--- config.mk ---
export PLATFORM = sky130hd
export DESIGN_NAME = alu_host_driver
export DESIGN_NICKNAME = d
export VERILOG_FILES = /design/src/rtl/alu_host_driver.sv
export SDC_FILE = /design/constraint.sdc
export NUM_CORES = 1
export LEC_CHECK = 0
export ABC_AREA = 1
export BUFFER_PORTS_ARGS = -buffer_cell sky130_fd_sc_hd__buf_2
export CAP_MARGIN = 40
export CORE_MARGIN = 2
export CORE_UTILIZATION = 40
export CTS_BUF_LIST = sky130_fd_sc_hd__clkbuf_4 sky130_fd_sc_hd__clkbuf_8
export DETAILED_ROUTE_END_ITERATION = 8
export HOLD_SLACK_MARGIN = 0.15
export PLACE_DENSITY = 0.76
export SYNTH_ARGS = -nofsm -noshare
export SYNTH_HDL_FRONTEND = slang
export SYNTH_SLANG_ARGS = --single-unit
export TNS_END_PERCENT = 100
--- constraint.sdc ---
create_clock -name clk -period 2.6 [get_ports clk]
set_input_delay 0.78 -clock clk [delete_from_list [all_inputs] [get_ports clk]]
set_output_delay 0.78 -clock clk [all_outputs]
set_load 0.02 [all_outputs]
--- src/rtl/alu_host_driver.sv ---
// -----------------------------------------------------------------------------
// alu_host_driver
//   Bridges a valid/ready host request/response channel onto the byte-wide
//   shared bus of an ALU wrapper. Each request is sent as a fixed sequence
//   (A, B, command). The driver then waits for the wrapper's Done flag, captures
//   the low and high result bytes and presents them as one response. If Done
//   never arrives within TIMEOUT wait cycles, the response is flagged as an error.
//
// Ports
//   clk, reset          clock (rising edge), asynchronous active-high reset
//   req_valid/req_ready host request handshake
//   req_a, req_b        operand bytes
//   req_cmd             command byte {MUL, BCD, shr, CI, op[3:0]}
//   rsp_valid/rsp_ready host response handshake
//   rsp_lo, rsp_hi      result bytes (ALU result + flags, or 16-bit product)
//   rsp_err             Done did not arrive within TIMEOUT
//   ABCmd_o             shared operand/command bus to the ALU wrapper
//   LoadA_o/LoadB_o/LoadCmd_o  load strobes to the ALU wrapper
//   ACC_i, Done_i       wrapper result byte and done flag
// -----------------------------------------------------------------------------
module alu_host_driver #(
  parameter int TIMEOUT = 4
) (
  input  logic       clk,
  input  logic       reset,
  input  logic       req_valid,
  output logic       req_ready,
  input  logic [7:0] req_a,
  input  logic [7:0] req_b,
  input  logic [7:0] req_cmd,
  output logic       rsp_valid,
  input  logic       rsp_ready,
  output logic [7:0] rsp_lo,
  output logic [7:0] rsp_hi,
  output logic       rsp_err,
  output logic [7:0] ABCmd_o,
  output logic       LoadA_o,
  output logic       LoadB_o,
  output logic       LoadCmd_o,
  input  logic [7:0] ACC_i,
  input  logic       Done_i
);

  // Counter must hold the value TIMEOUT itself; it never counts past it.
  localparam int CW = (TIMEOUT < 1) ? 1 : $clog2(TIMEOUT + 1);

  typedef enum logic [2:0] {
    IDLE, SEND_A, HOLD_A, HOLD_B, EXEC, WAIT_DONE, CAP_HI, RESP
  } state_t;

  state_t        state_q, state_d;
  logic [7:0]    a_q, a_d, b_q, b_d, cmd_q, cmd_d;
  logic [7:0]    lo_q, lo_d, hi_q, hi_d;
  logic          err_q, err_d;
  logic [CW-1:0] wait_q, wait_d;

  // Outputs are registered, decoded from the state being entered.
  logic          req_ready_q, req_ready_d;
  logic          rsp_valid_q, rsp_valid_d;
  logic          load_a_q, load_a_d, load_b_q, load_b_d, load_cmd_q, load_cmd_d;
  logic [7:0]    bus_q, bus_d;

  always_comb begin
    state_d = state_q;
    a_d     = a_q;
    b_d     = b_q;
    cmd_d   = cmd_q;
    lo_d    = lo_q;
    hi_d    = hi_q;
    err_d   = err_q;
    wait_d  = wait_q;

    case (state_q)
      IDLE: begin
        if (req_valid) begin
          a_d     = req_a;
          b_d     = req_b;
          cmd_d   = req_cmd;
          err_d   = 1'b0;
          wait_d  = '0;
          state_d = SEND_A;
        end
      end
      SEND_A: state_d = HOLD_A;
      HOLD_A: state_d = HOLD_B;
      HOLD_B: state_d = EXEC;
      EXEC:   state_d = WAIT_DONE;
      WAIT_DONE: begin
        if (Done_i) begin
          lo_d    = ACC_i;
          state_d = CAP_HI;
        end else begin
          wait_d = wait_q + CW'(1);
          if (wait_d == CW'(TIMEOUT)) begin
            err_d   = 1'b1;
            lo_d    = 8'h00;
            hi_d    = 8'h00;
            state_d = RESP;
          end
        end
      end
      CAP_HI: begin
        hi_d    = ACC_i;
        state_d = RESP;
      end
      RESP: begin
        if (rsp_ready) state_d = IDLE;
      end
      default: state_d = IDLE;
    endcase

    // Output decode for the next state. HOLD_A still drives A: the wrapper
    // captures the bus one cycle after each strobe.
    req_ready_d = 1'b0;
    rsp_valid_d = 1'b0;
    load_a_d    = 1'b0;
    load_b_d    = 1'b0;
    load_cmd_d  = 1'b0;
    bus_d       = 8'h00;
    case (state_d)
      IDLE:   req_ready_d = 1'b1;
      SEND_A: begin bus_d = a_d; load_a_d   = 1'b1; end
      HOLD_A: begin bus_d = a_d; load_b_d   = 1'b1; end
      HOLD_B: begin bus_d = b_d; load_cmd_d = 1'b1; end
      // CAP_HI keeps the command on the bus so MUL stays visible while the
      // wrapper produces the high byte.
      EXEC, WAIT_DONE, CAP_HI: bus_d = cmd_d;
      RESP:   rsp_valid_d = 1'b1;
      default: ;
    endcase
  end

  always_ff @(posedge clk or posedge reset) begin
    if (reset) begin
      state_q     <= IDLE;
      a_q         <= 8'h00;
      b_q         <= 8'h00;
      cmd_q       <= 8'h00;
      lo_q        <= 8'h00;
      hi_q        <= 8'h00;
      err_q       <= 1'b0;
      wait_q      <= '0;
      req_ready_q <= 1'b1;
      rsp_valid_q <= 1'b0;
      load_a_q    <= 1'b0;
      load_b_q    <= 1'b0;
      load_cmd_q  <= 1'b0;
      bus_q       <= 8'h00;
    end else begin
      state_q     <= state_d;
      a_q         <= a_d;
      b_q         <= b_d;
      cmd_q       <= cmd_d;
      lo_q        <= lo_d;
      hi_q        <= hi_d;
      err_q       <= err_d;
      wait_q      <= wait_d;
      req_ready_q <= req_ready_d;
      rsp_valid_q <= rsp_valid_d;
      load_a_q    <= load_a_d;
      load_b_q    <= load_b_d;
      load_cmd_q  <= load_cmd_d;
      bus_q       <= bus_d;
    end
  end

  assign req_ready = req_ready_q;
  assign rsp_valid = rsp_valid_q;
  assign rsp_lo    = lo_q;
  assign rsp_hi    = hi_q;
  assign rsp_err   = err_q;
  assign ABCmd_o   = bus_q;
  assign LoadA_o   = load_a_q;
  assign LoadB_o   = load_b_q;
  assign LoadCmd_o = load_cmd_q;

endmodule

==> results of run 1 <==
==> state kept, by name, indices dropped and copies added, names as in the netlist <==
register   count
b_q            8
rsp_valid      1
LoadA_o        1
req_ready      1
LoadCmd_o      1
a_q            8
ABCmd_o        8
rsp_lo         8
rsp_err        1
LoadB_o        1
wait_q         3
cmd_q          8
rsp_hi         8
state_q        3
==> final cells by class <==
| class | instances | area, um^2 |
|---|---|---|
| fillers | 543 | 2870 |
| flip-flops and latches | 60 | 1500 |
| multi-input cells | 179 | 782 |
| repair buffers | 69 | 365 |
| clock buffers | 14 | 180 |
| well taps | 75 | 93.8 |
| inverters | 22 | 82.6 |
| clock inverters | 2 | 10.0 |
==> layer usage <==
metal	vias to the layer above	GRT usage, %
li1	990	-
met1	935	24.3
met2	43	28.4
met3	11	4.95
met4	0	10.5
met5	-	0
==> how the worst max path moves through the flow <==
| stage | from | to | depth (start not counted) |
|---|---|---|---|
| after floorplan | reset | ABCmd_o[0] | 1 |
| after global placement | req_valid | ABCmd_o[7] | 7 |
| after detailed placement | req_valid | ABCmd_o[7] | 7 |
| after CTS | req_ready | req_ready | 1 |
| after global routing | req_ready | req_ready | 1 |
| final | req_ready | req_ready | 1 |
==> kinds of logic (layout without fill, tap and decap cells) <==
| kind of cell | Yosys count | count (layout) | share of synthesized area (%) |
|---|---|---|---|
| AOI/OAI and AO/OA | 23 | 23 | 4.93 |
| adders and majority gates | 2 | 2 | 1.04 |
| buffers and inverters | 27 | 107 | 5.29 |
| DFF | 60 | 60 | 62.3 |
| and+or+nand+nor | 154 | 154 | 26.5 |
==> cell usage after synthesis, types with 2 or more instances <==
cell / n
nand2_1: 117
dfrtp_1: 59
nand3_1: 22
o21ai_0: 20
inv_1: 19
nor2_1: 7
buf_4: 3
inv_2: 3
a21oi_1: 2
buf_6: 2
ha_1: 2
nand2_2: 2
nor3_1: 2
==> through the flow <==
stage | power [mW] | instances
4_1_cts | 3.74 | 421
3_3_place_gp | 2.89 | 405
5_1_grt | 4.01 | 421
3_5_place_dp | 2.94 | 405
2_1_floorplan | 2.50 | 266
6_report | 3.72 | 421
==> worst register-to-register path: stages (launching register included) <==
cell and delay, ns:
dfrtp_1 0.41, ha_1 0.22, nand2_1 0.08, nand3_1 0.10, nand2_1 0.09, nand2_2 0.14
nand2_2 0.15, nand2_4 0.11, nand3_1 0.09, nand3_1 0.08
==> power groups by stage <==
stage	Sequential, mW	Clock [mW]	Combinational, mW
floorplan	1.76	0	0.742
global placement	1.54	0	1.35
detailed placement	1.55	0	1.40
CTS	1.53	0.804	1.41
global route	1.58	0.852	1.58
finish	1.53	0.789	1.40
==> metrics, run 1 <==
DP HPWL=3860 um; FF-to-FF path depth=9; sequential area share after synthesis=62.3%; slowest CP cell=dfstp_2; clock power share=21.2%; Synth Area per Inst=9.07 um^2; Synth cell types=19; Synth warnings=0; total core area=5890 um^2; Final WS setup=0.820 ns; ANT cells=0; most frequent cells in the layout=117 x nand2_1, 66 x buf_2, 59 x dfrtp_1, 22 x nand3_1, 20 x o21ai_0; Place WS=0.858 ns; # IOs=67; # DRC=0; critical-path cell list=buf_2; dominant cells by area after synthesis=dfrtp_1 61%, nand2_1 18%, nand3_1 4.6%; switching share of power=39.8%; Crit Path Class=reg -> out; CTS Buffer Depth=2; Leak=1.70 nW; setup_tns=0 ns; Reg clk slew, reported paths=0.06 ns; Post-synth EDFFs=0; share of layout cells above drive strength 1=27.5%; setup violators final=0; Startpoint Class=flop; Syn Inst Count=266; row count=28; clk sinks=60; pin count of the biggest net entering global routing=33; CP Capture Type=output pin; Worst-Skew Late Latency=0.33 ns; FF-to-FF Start=wait_q[0]; setup repair bufs after CTS=0; Met3 Routed Length=255 um; routed wl met2=2750 um; H-tree depth=3; WL final=5560 um; Mapped Area=2410 um^2; ys async rst share=100%; initial cell density of the core=41.0%; Die Span X=81.7 um; type of the worst min-delay path=reg -> reg; PwrDens=1230 nW/um^2; Worst-Margin Slew=0.785 ns; peak supply drop=0.000434 V; Slew headroom=47.5%; Comb pwr share=37.6%; via count=1979; Tcrit/Tclk final=68.4%; Synth Register Bits=60; antenna violations before repair=0; cts-stage hold buffer count=0; wire length per cell=13.2 um; Worst Path Arrival=1.00 ns; CP max stage delay=0.52 ns; Die H=81.7 um; Hold Path Cell Cnt=2; syn_nets=305; synthesis-to-layout area growth=25.1%; CTS tree=yes; Gates resized, CTS repair=0; Reg power frac=41.2%; Int Pwr=2.24 mW; post-layout util=51.3%; Req. time, crit path=1.82 ns; flop2flop setup slack=1.02 ns; CP max FO=1; Via-to-Cell Ratio=4.70; Buffers on Ports=66; Final Max Slew Viols=0; hold_sp=b_q[1]; area leader, netlist=dfrtp_1; CTS Buf Count=9; Top FF cell, synth=dfrtp_1; outcome=completed; delay-heaviest family, CP=flip-flops; number of max-cap violations=0; die area=6670 um^2; final-report hold violation count=0; commonest non-fill, non-tap cell in the layout=nand2_1; gpl congestion=0.834; Worst Hold Endpoint=b_q[1]; Buf+Inv Stages, Crit Path=1; RR Endpoint=ABCmd_o[7]; WL met1=2440 um; first-pass GRT wire length=9050 um; Net Sw Power=1.48 mW; DR iter-0 viols=101; RSZ-0062 raised after global routing=false; fin nets=380; vias in the first global route=2000; area share of the largest cell type after synthesis=61.2%; hold_ws=0.476 ns; fin crit period=1.78 ns; CTS root buf=clkbuf_8; grt ovf=0; Pre-antenna DRT Iters=4; skew final=0.00786 ns; post-route cell area=3020 um^2; antenna viol nets, final=0; max frequency=562 MHz; Placed Area=2830 um^2; GRT Util Overall=18.7%; top layer in use=met4
Note: power is estimated with default switching activity, not from simulation.
==> run 2, diff against run 1 <==
--- a/config.mk
+++ b/config.mk
@@ -5,7 +5,7 @@
 export SDC_FILE = /design/constraint.sdc
 export NUM_CORES = 1
 export LEC_CHECK = 0
-export ABC_AREA = 1
+export ABC_AREA = 0
 export BUFFER_PORTS_ARGS = -buffer_cell sky130_fd_sc_hd__buf_2
 export CAP_MARGIN = 40
 export CORE_MARGIN = 2
@@ -13,7 +13,7 @@
 export CTS_BUF_LIST = sky130_fd_sc_hd__clkbuf_4 sky130_fd_sc_hd__clkbuf_8
 export DETAILED_ROUTE_END_ITERATION = 8
 export HOLD_SLACK_MARGIN = 0.15
-export PLACE_DENSITY = 0.76
+export PLACE_DENSITY = 0.75
 export SYNTH_ARGS = -nofsm -noshare
 export SYNTH_HDL_FRONTEND = slang
 export SYNTH_SLANG_ARGS = --single-unit
==> constraint.sdc (replaced) <==
create_clock -name clk -period 1.85 [get_ports clk]
set_input_delay 0.555 -clock clk [delete_from_list [all_inputs] [get_ports clk]]
set_output_delay 0.555 -clock clk [all_outputs]
set_load 0.02 [all_outputs]
==> run 2 against run 1 <==
  * Via count is 5.1% higher
  * Non-clock buffer count is 9 higher
  * Utilization is 0.065 points lower
  * Global-route usage is 0.36 points lower
  * Cell count is 3.3% lower
  * Die area is 7.5% higher
  * Critical path type is now reg -> reg
  * Worst setup slack worse by 0.73 ns
  * Critical path depth is 3 higher
==> metrics, run 2 <==
gpl congestion=0.792; flop2flop setup slack=0.09 ns; Pre-antenna DRT Iters=4; setup_tns=0 ns; most frequent cells in the layout=80 x nand2_1, 66 x buf_2, 59 x dfrtp_1, 16 x a22oi_1, 13 x o21ai_0; antenna viol nets, final=0; ANT cells=0; GRT Util Overall=18.3%; Req. time, crit path=2.09 ns; Layout Cells excl Fill=407; RSZ-0062 raised after global routing=false; number of max-cap violations=0; grt ovf=0; WL final=5820 um; synthesis-to-layout area growth=24.1%; Via-to-Cell Ratio=5.11; row count=29; vias in the first global route=2150; Synth warnings=0; Tcrit/Tclk final=95.1%; Crit Path Class=reg -> reg; Power Total=5.41 mW; share of layout cells above drive strength 1=29.7%; Buffers on Ports=66; Post-synth EDFFs=0; Final Max Slew Viols=0; final-report hold violation count=0; CP max stage delay=0.69 ns; outcome=completed; commonest non-fill, non-tap cell in the layout=nand2_1; Syn Inst Count=255; Startpoint Class=flop; PwrDens=1670 nW/um^2; Leak=1.66 nW; antenna violations before repair=0; most frequent cell after synthesis=nand2_1; fin nets=366; # IOs=67; Worst Path Arrival=2.00 ns; type of the worst min-delay path=in -> async; hold_ws=0.255 ns; Worst-Skew Late Latency=0.33 ns; total core area=6310 um^2; wire length per cell=14.3 um; ys async rst share=100%; Synth Area per Inst=10.2 um^2; syn_nets=294; slowest CP cell=nor2b_1; CP Capture Type=flop; Top FF cell, synth=dfrtp_1; CTS Buffer Depth=2; H-tree depth=3; DR iter-0 viols=163; CTS root buf=clkbuf_8; initial cell density of the core=41.2%; Worst-Margin Slew=0.829 ns; Synth cell types=40; sequential area share after synthesis=57.7%; Slew headroom=44.6%; clk sinks=60; CP max FO=18; area share of the largest cell type after synthesis=56.7%; setup repair bufs after CTS=0; pin count of the biggest net entering global routing=25; setup violators final=0; leading post-synthesis cells by instance count=80 x nand2_1, 59 x dfrtp_1, 16 x a22oi_1; area leader, netlist=dfrtp_1; Reg clk slew, reported paths=0.07 ns; peak supply drop=0.000701 V; placed cell count=393; # DRC=0; DP HPWL=4110 um; critical-path cell list=buf_4, nor2b_1, a22oi_1, o221ai_1; Mapped Area=2600 um^2; die area=7170 um^2; Die Span X=84.7 um; first-pass GRT wire length=10200 um; CTS tree=yes; max frequency=568 MHz; Synth Register Bits=60; Die H=84.7 um; fin crit period=1.76 ns; CTS Buf Count=9; via count=2079; skew final=0.00741 ns; dominant cells by area after synthesis=dfrtp_1 57%, nand2_1 12%, a22oi_1 4.6%
run 2: changes by cell type after synthesis, moves of 5 or more:
cell | before | now
nand2_1 | 117 | 80
clkbuf_1 | 0 | 11
inv_1 | 19 | 11
nand3_1 | 22 | 0
a22oi_1 | 0 | 16
o21ai_1 | 0 | 5
nor2_1 | 7 | 2
o21ai_0 | 20 | 13
o221ai_1 | 0 | 8
mux2i_1 | 0 | 9
run 2: final timing paths:
| check | start | to | cells past startpoint |
|---|---|---|---|
| setup reg to reg | state_q[1] | ABCmd_o[2] | 4 |
| setup / recovery | state_q[1] | ABCmd_o[2] | 4 |
| hold / removal | reset | LoadCmd_o | 2 |
| max in group asynchronous | reset | rsp_hi[5] | 3 |
| min in group clk | req_b[7] | b_q[7] | 3 |
| hold reg to reg | b_q[2] | b_q[2] | 2 |
run 2: timing repair:
action | in CTS | in global routing
hold buffers | 0 | 0
endpoints found under the setup margin | 0 | 8
resized for setup | 0 | 1
hold endpoints to repair | 0 | 0
run 2: kinds of logic (layout without fill, tap and decap cells):
group	count (synthesis)	after routing	share of synthesized area [%]
flops	60	60	57.7
simple gates	101	101	17.8
compound gates	53	53	13.9
buf+inv	29	104	5.86
mux	9	9	3.46
fa+ha+maj	2	2	0.961
xor+xnor	1	1	0.336
run 2: report_power, final:
part           internal [mW]  switching [mW]  leakage [nW]
combinational          0.817            1.33         0.814
sequential              1.91           0.302         0.749
clock                  0.576           0.472        0.0941
run 2: final cells by class:
class,instances,area (um^2)
well taps,77,96.3
clock inverters,2,10.0
inverters,12,61.3
repair buffers,78,445
fillers,623,3080
clock buffers,12,165
multi-input cells,166,951
flip-flops and latches,60,1500
run 2: critical path: cells and delay by family (launching register included):
kind	cells	cell delay, ns
AOI/OAI and AO/OA	2	0.41
buffers and inverters	1	0.21
DFF	1	0.36
and+or+nand+nor	1	0.69
run 2: metrics by stage:
step / utilization [%] / worst slack [ns] / area, um^2
floorplan: - / 0.0739 / 2610
finish: 51.2 / 0.0905 / 3230
detailed placement: 48.4 / -0.0251 / 3050
global route: 51.2 / 0.0291 / 3230
global placement: 48.4 / 0.0223 / 3050
CTS: 51.1 / 0.0412 / 3230
run 2: routing by layer:
metal | wire length [um] | vias up | global-route usage (%)
met2 | 2890 | 58 | 29.3
met1 | 2580 | 1008 | 23.5
met5 | 0 | - | 0
li1 | - | 1009 | -
met4 | 49 | 0 | 4.91
met3 | 301 | 4 | 6.98
==> run 3, diff against run 2 <==
--- a/config.mk
+++ b/config.mk
@@ -5,15 +5,15 @@
 export SDC_FILE = /design/constraint.sdc
 export NUM_CORES = 1
 export LEC_CHECK = 0
-export ABC_AREA = 0
+export ABC_AREA = 1
 export BUFFER_PORTS_ARGS = -buffer_cell sky130_fd_sc_hd__buf_2
-export CAP_MARGIN = 40
 export CORE_MARGIN = 2
 export CORE_UTILIZATION = 40
 export CTS_BUF_LIST = sky130_fd_sc_hd__clkbuf_4 sky130_fd_sc_hd__clkbuf_8
 export DETAILED_ROUTE_END_ITERATION = 8
+export GPL_TIMING_DRIVEN = 0
 export HOLD_SLACK_MARGIN = 0.15
-export PLACE_DENSITY = 0.75
+export PLACE_DENSITY = 0.76
 export SYNTH_ARGS = -nofsm -noshare
 export SYNTH_HDL_FRONTEND = slang
 export SYNTH_SLANG_ARGS = --single-unit
==> run 3 against run 2 <==
  * Power decreased by 3.3%
  * Worst hold slack lost 0.060 ns
  * Critical path depth up 2
  * Non-clock buffer count decreased by 6
  * First-iteration DRC count down 17%
  * Count of clock-buffer cells in the layout increased by 3
  * Worst setup slack improved by 0.18 ns
  * Clock skew down 0.0011 ns
  * Routed wire length decreased by 8.3%
  * Highest routed layer unchanged
==> metrics, run 3 (same netlist as run 1, synthesis figures left out) <==
first-pass GRT wire length=8420 um; share of layout cells above drive strength 1=28.1%; clk sinks=60; Tcrit/Tclk final=85.3%; fin nets=383; DR iter-0 viols=136; clock power share=21.2%; number of max-cap violations=0; FF-to-FF path depth=6; Worst-Margin Slew=0.683 ns; vias in the first global route=1805; Pre-antenna DRT Iters=5; FF-to-FF Start=state_q[0]; # DRC=0; RR Endpoint=rsp_hi[3]; slowest CP cell=dfrtp_1; Startpoint Class=flop; PwrDens=1710 nW/um^2; post-layout util=51.9%; CTS tree=yes; final-report hold violation count=0; Final Max Slew Viols=0; Buffers on Ports=66; die area=6670 um^2; Die Span X=81.7 um; critical-path cell list=inv_2, nor3_4, nand2_1, o21ai_2, nand2_1, o21ai_0; routed wl met2=2570 um; CP max FO=9; Placed Area=2840 um^2; H-tree depth=3; Die H=81.7 um; Int Pwr=3.18 mW; WL final=5340 um; fin crit period=1.58 ns; type of the worst min-delay path=in -> async; antenna viol nets, final=0; post-route cell area=3050 um^2; Reg power frac=41.2%; CP Capture Type=flop; setup violators final=0; Gates resized, CTS repair=0; Req. time, crit path=2.09 ns; gpl congestion=0.787; Slew headroom=54.3%; via count=1965; DP HPWL=3730 um; wire length per cell=12.6 um; pin count of the biggest net entering global routing=61; RSZ-0062 raised after global routing=false; Net Sw Power=2.04 mW; Crit Path Class=reg -> reg; total core area=5890 um^2; row count=28; synthesis-to-layout area growth=26.6%; CTS Buffer Depth=2; cts-stage hold buffer count=0; most frequent cells in the layout=117 x nand2_1, 66 x buf_2, 59 x dfrtp_1, 22 x nand3_1, 20 x o21ai_0; grt ovf=0; Leak=1.72 nW; Met3 Routed Length=241 um; commonest non-fill, non-tap cell in the layout=nand2_1; Worst Path Arrival=1.82 ns; # IOs=67; skew final=0.00635 ns; outcome=completed; Comb pwr share=37.6%; CTS Buf Count=9; ANT cells=0; delay-heaviest family, CP=simple AND/OR/NAND/NOR gates; setup repair bufs after CTS=0; setup_tns=0 ns; CTS root buf=clkbuf_8; top layer in use=met4; antenna violations before repair=0; initial cell density of the core=41.0%; Buf+Inv Stages, Crit Path=1; Worst-Skew Late Latency=0.34 ns; CP max stage delay=0.42 ns; switching share of power=39.1%; CP dominant cell by count=nand2_1; max frequency=634 MHz; Via-to-Cell Ratio=4.63; GRT Util Overall=17.5%; Reg clk slew, reported paths=0.06 ns; peak supply drop=0.000626 V; WL met1=2360 um; flop2flop setup slack=0.27 ns; Crit. Startpoint=state_q[0]
## run 3: area by class of cell
type / count / area (um^2)
well taps: 75 / 93.8
clock buffers: 15 / 188
plain buffers: 5 / 45.0
flip-flops and latches: 60 / 1500
inverters: 22 / 86.3
clock inverters: 1 / 5.00
fillers: 529 / 2830
multi-input cells: 179 / 782
repair buffers: 67 / 350
## run 3: worst max-delay path by stage
stage / endpoint / slack, ns / cells past startpoint
2_1_floorplan: ABCmd_o[0] / 0.50 / 9
6_report: rsp_hi[3] / 0.27 / 6
4_1_cts: ABCmd_o[7] / 0.27 / 9
5_1_grt: ABCmd_o[7] / 0.11 / 9
3_3_place_gp: ABCmd_o[1] / 0.25 / 2
3_5_place_dp: ABCmd_o[1] / 0.23 / 2
## run 3: metal layers
| layer | GRT usage (%) | vias to the layer above |
|---|---|---|
| met5 | 0 | - |
| met4 | 10.2 | 0 |
| met3 | 5.27 | 14 |
| met2 | 25.9 | 36 |
| met1 | 22.8 | 924 |
| li1 | - | 991 |
## run 3: through the flow
step                setup WS, ns  power, mW  cells  hold slack (ns)
finish                     0.272       5.23    424            0.195
global route               0.107       5.64    424            0.211
CTS                        0.272       5.26    423            0.420
detailed placement         0.229       4.14    407            0.463
global placement           0.245       4.07    407            0.459
floorplan                  0.500       3.52    266            0.445
## run 3: power by group through the flow
| stage | sequential [mW] | combinational [mW] | clock (mW) |
|---|---|---|---|
| CTS | 2.15 | 1.98 | 1.13 |
| global placement | 2.15 | 1.92 | 0 |
| finish | 2.15 | 1.97 | 1.11 |
| floorplan | 2.47 | 1.04 | 0 |
| global route | 2.21 | 2.23 | 1.20 |
| detailed placement | 2.17 | 1.97 | 0 |
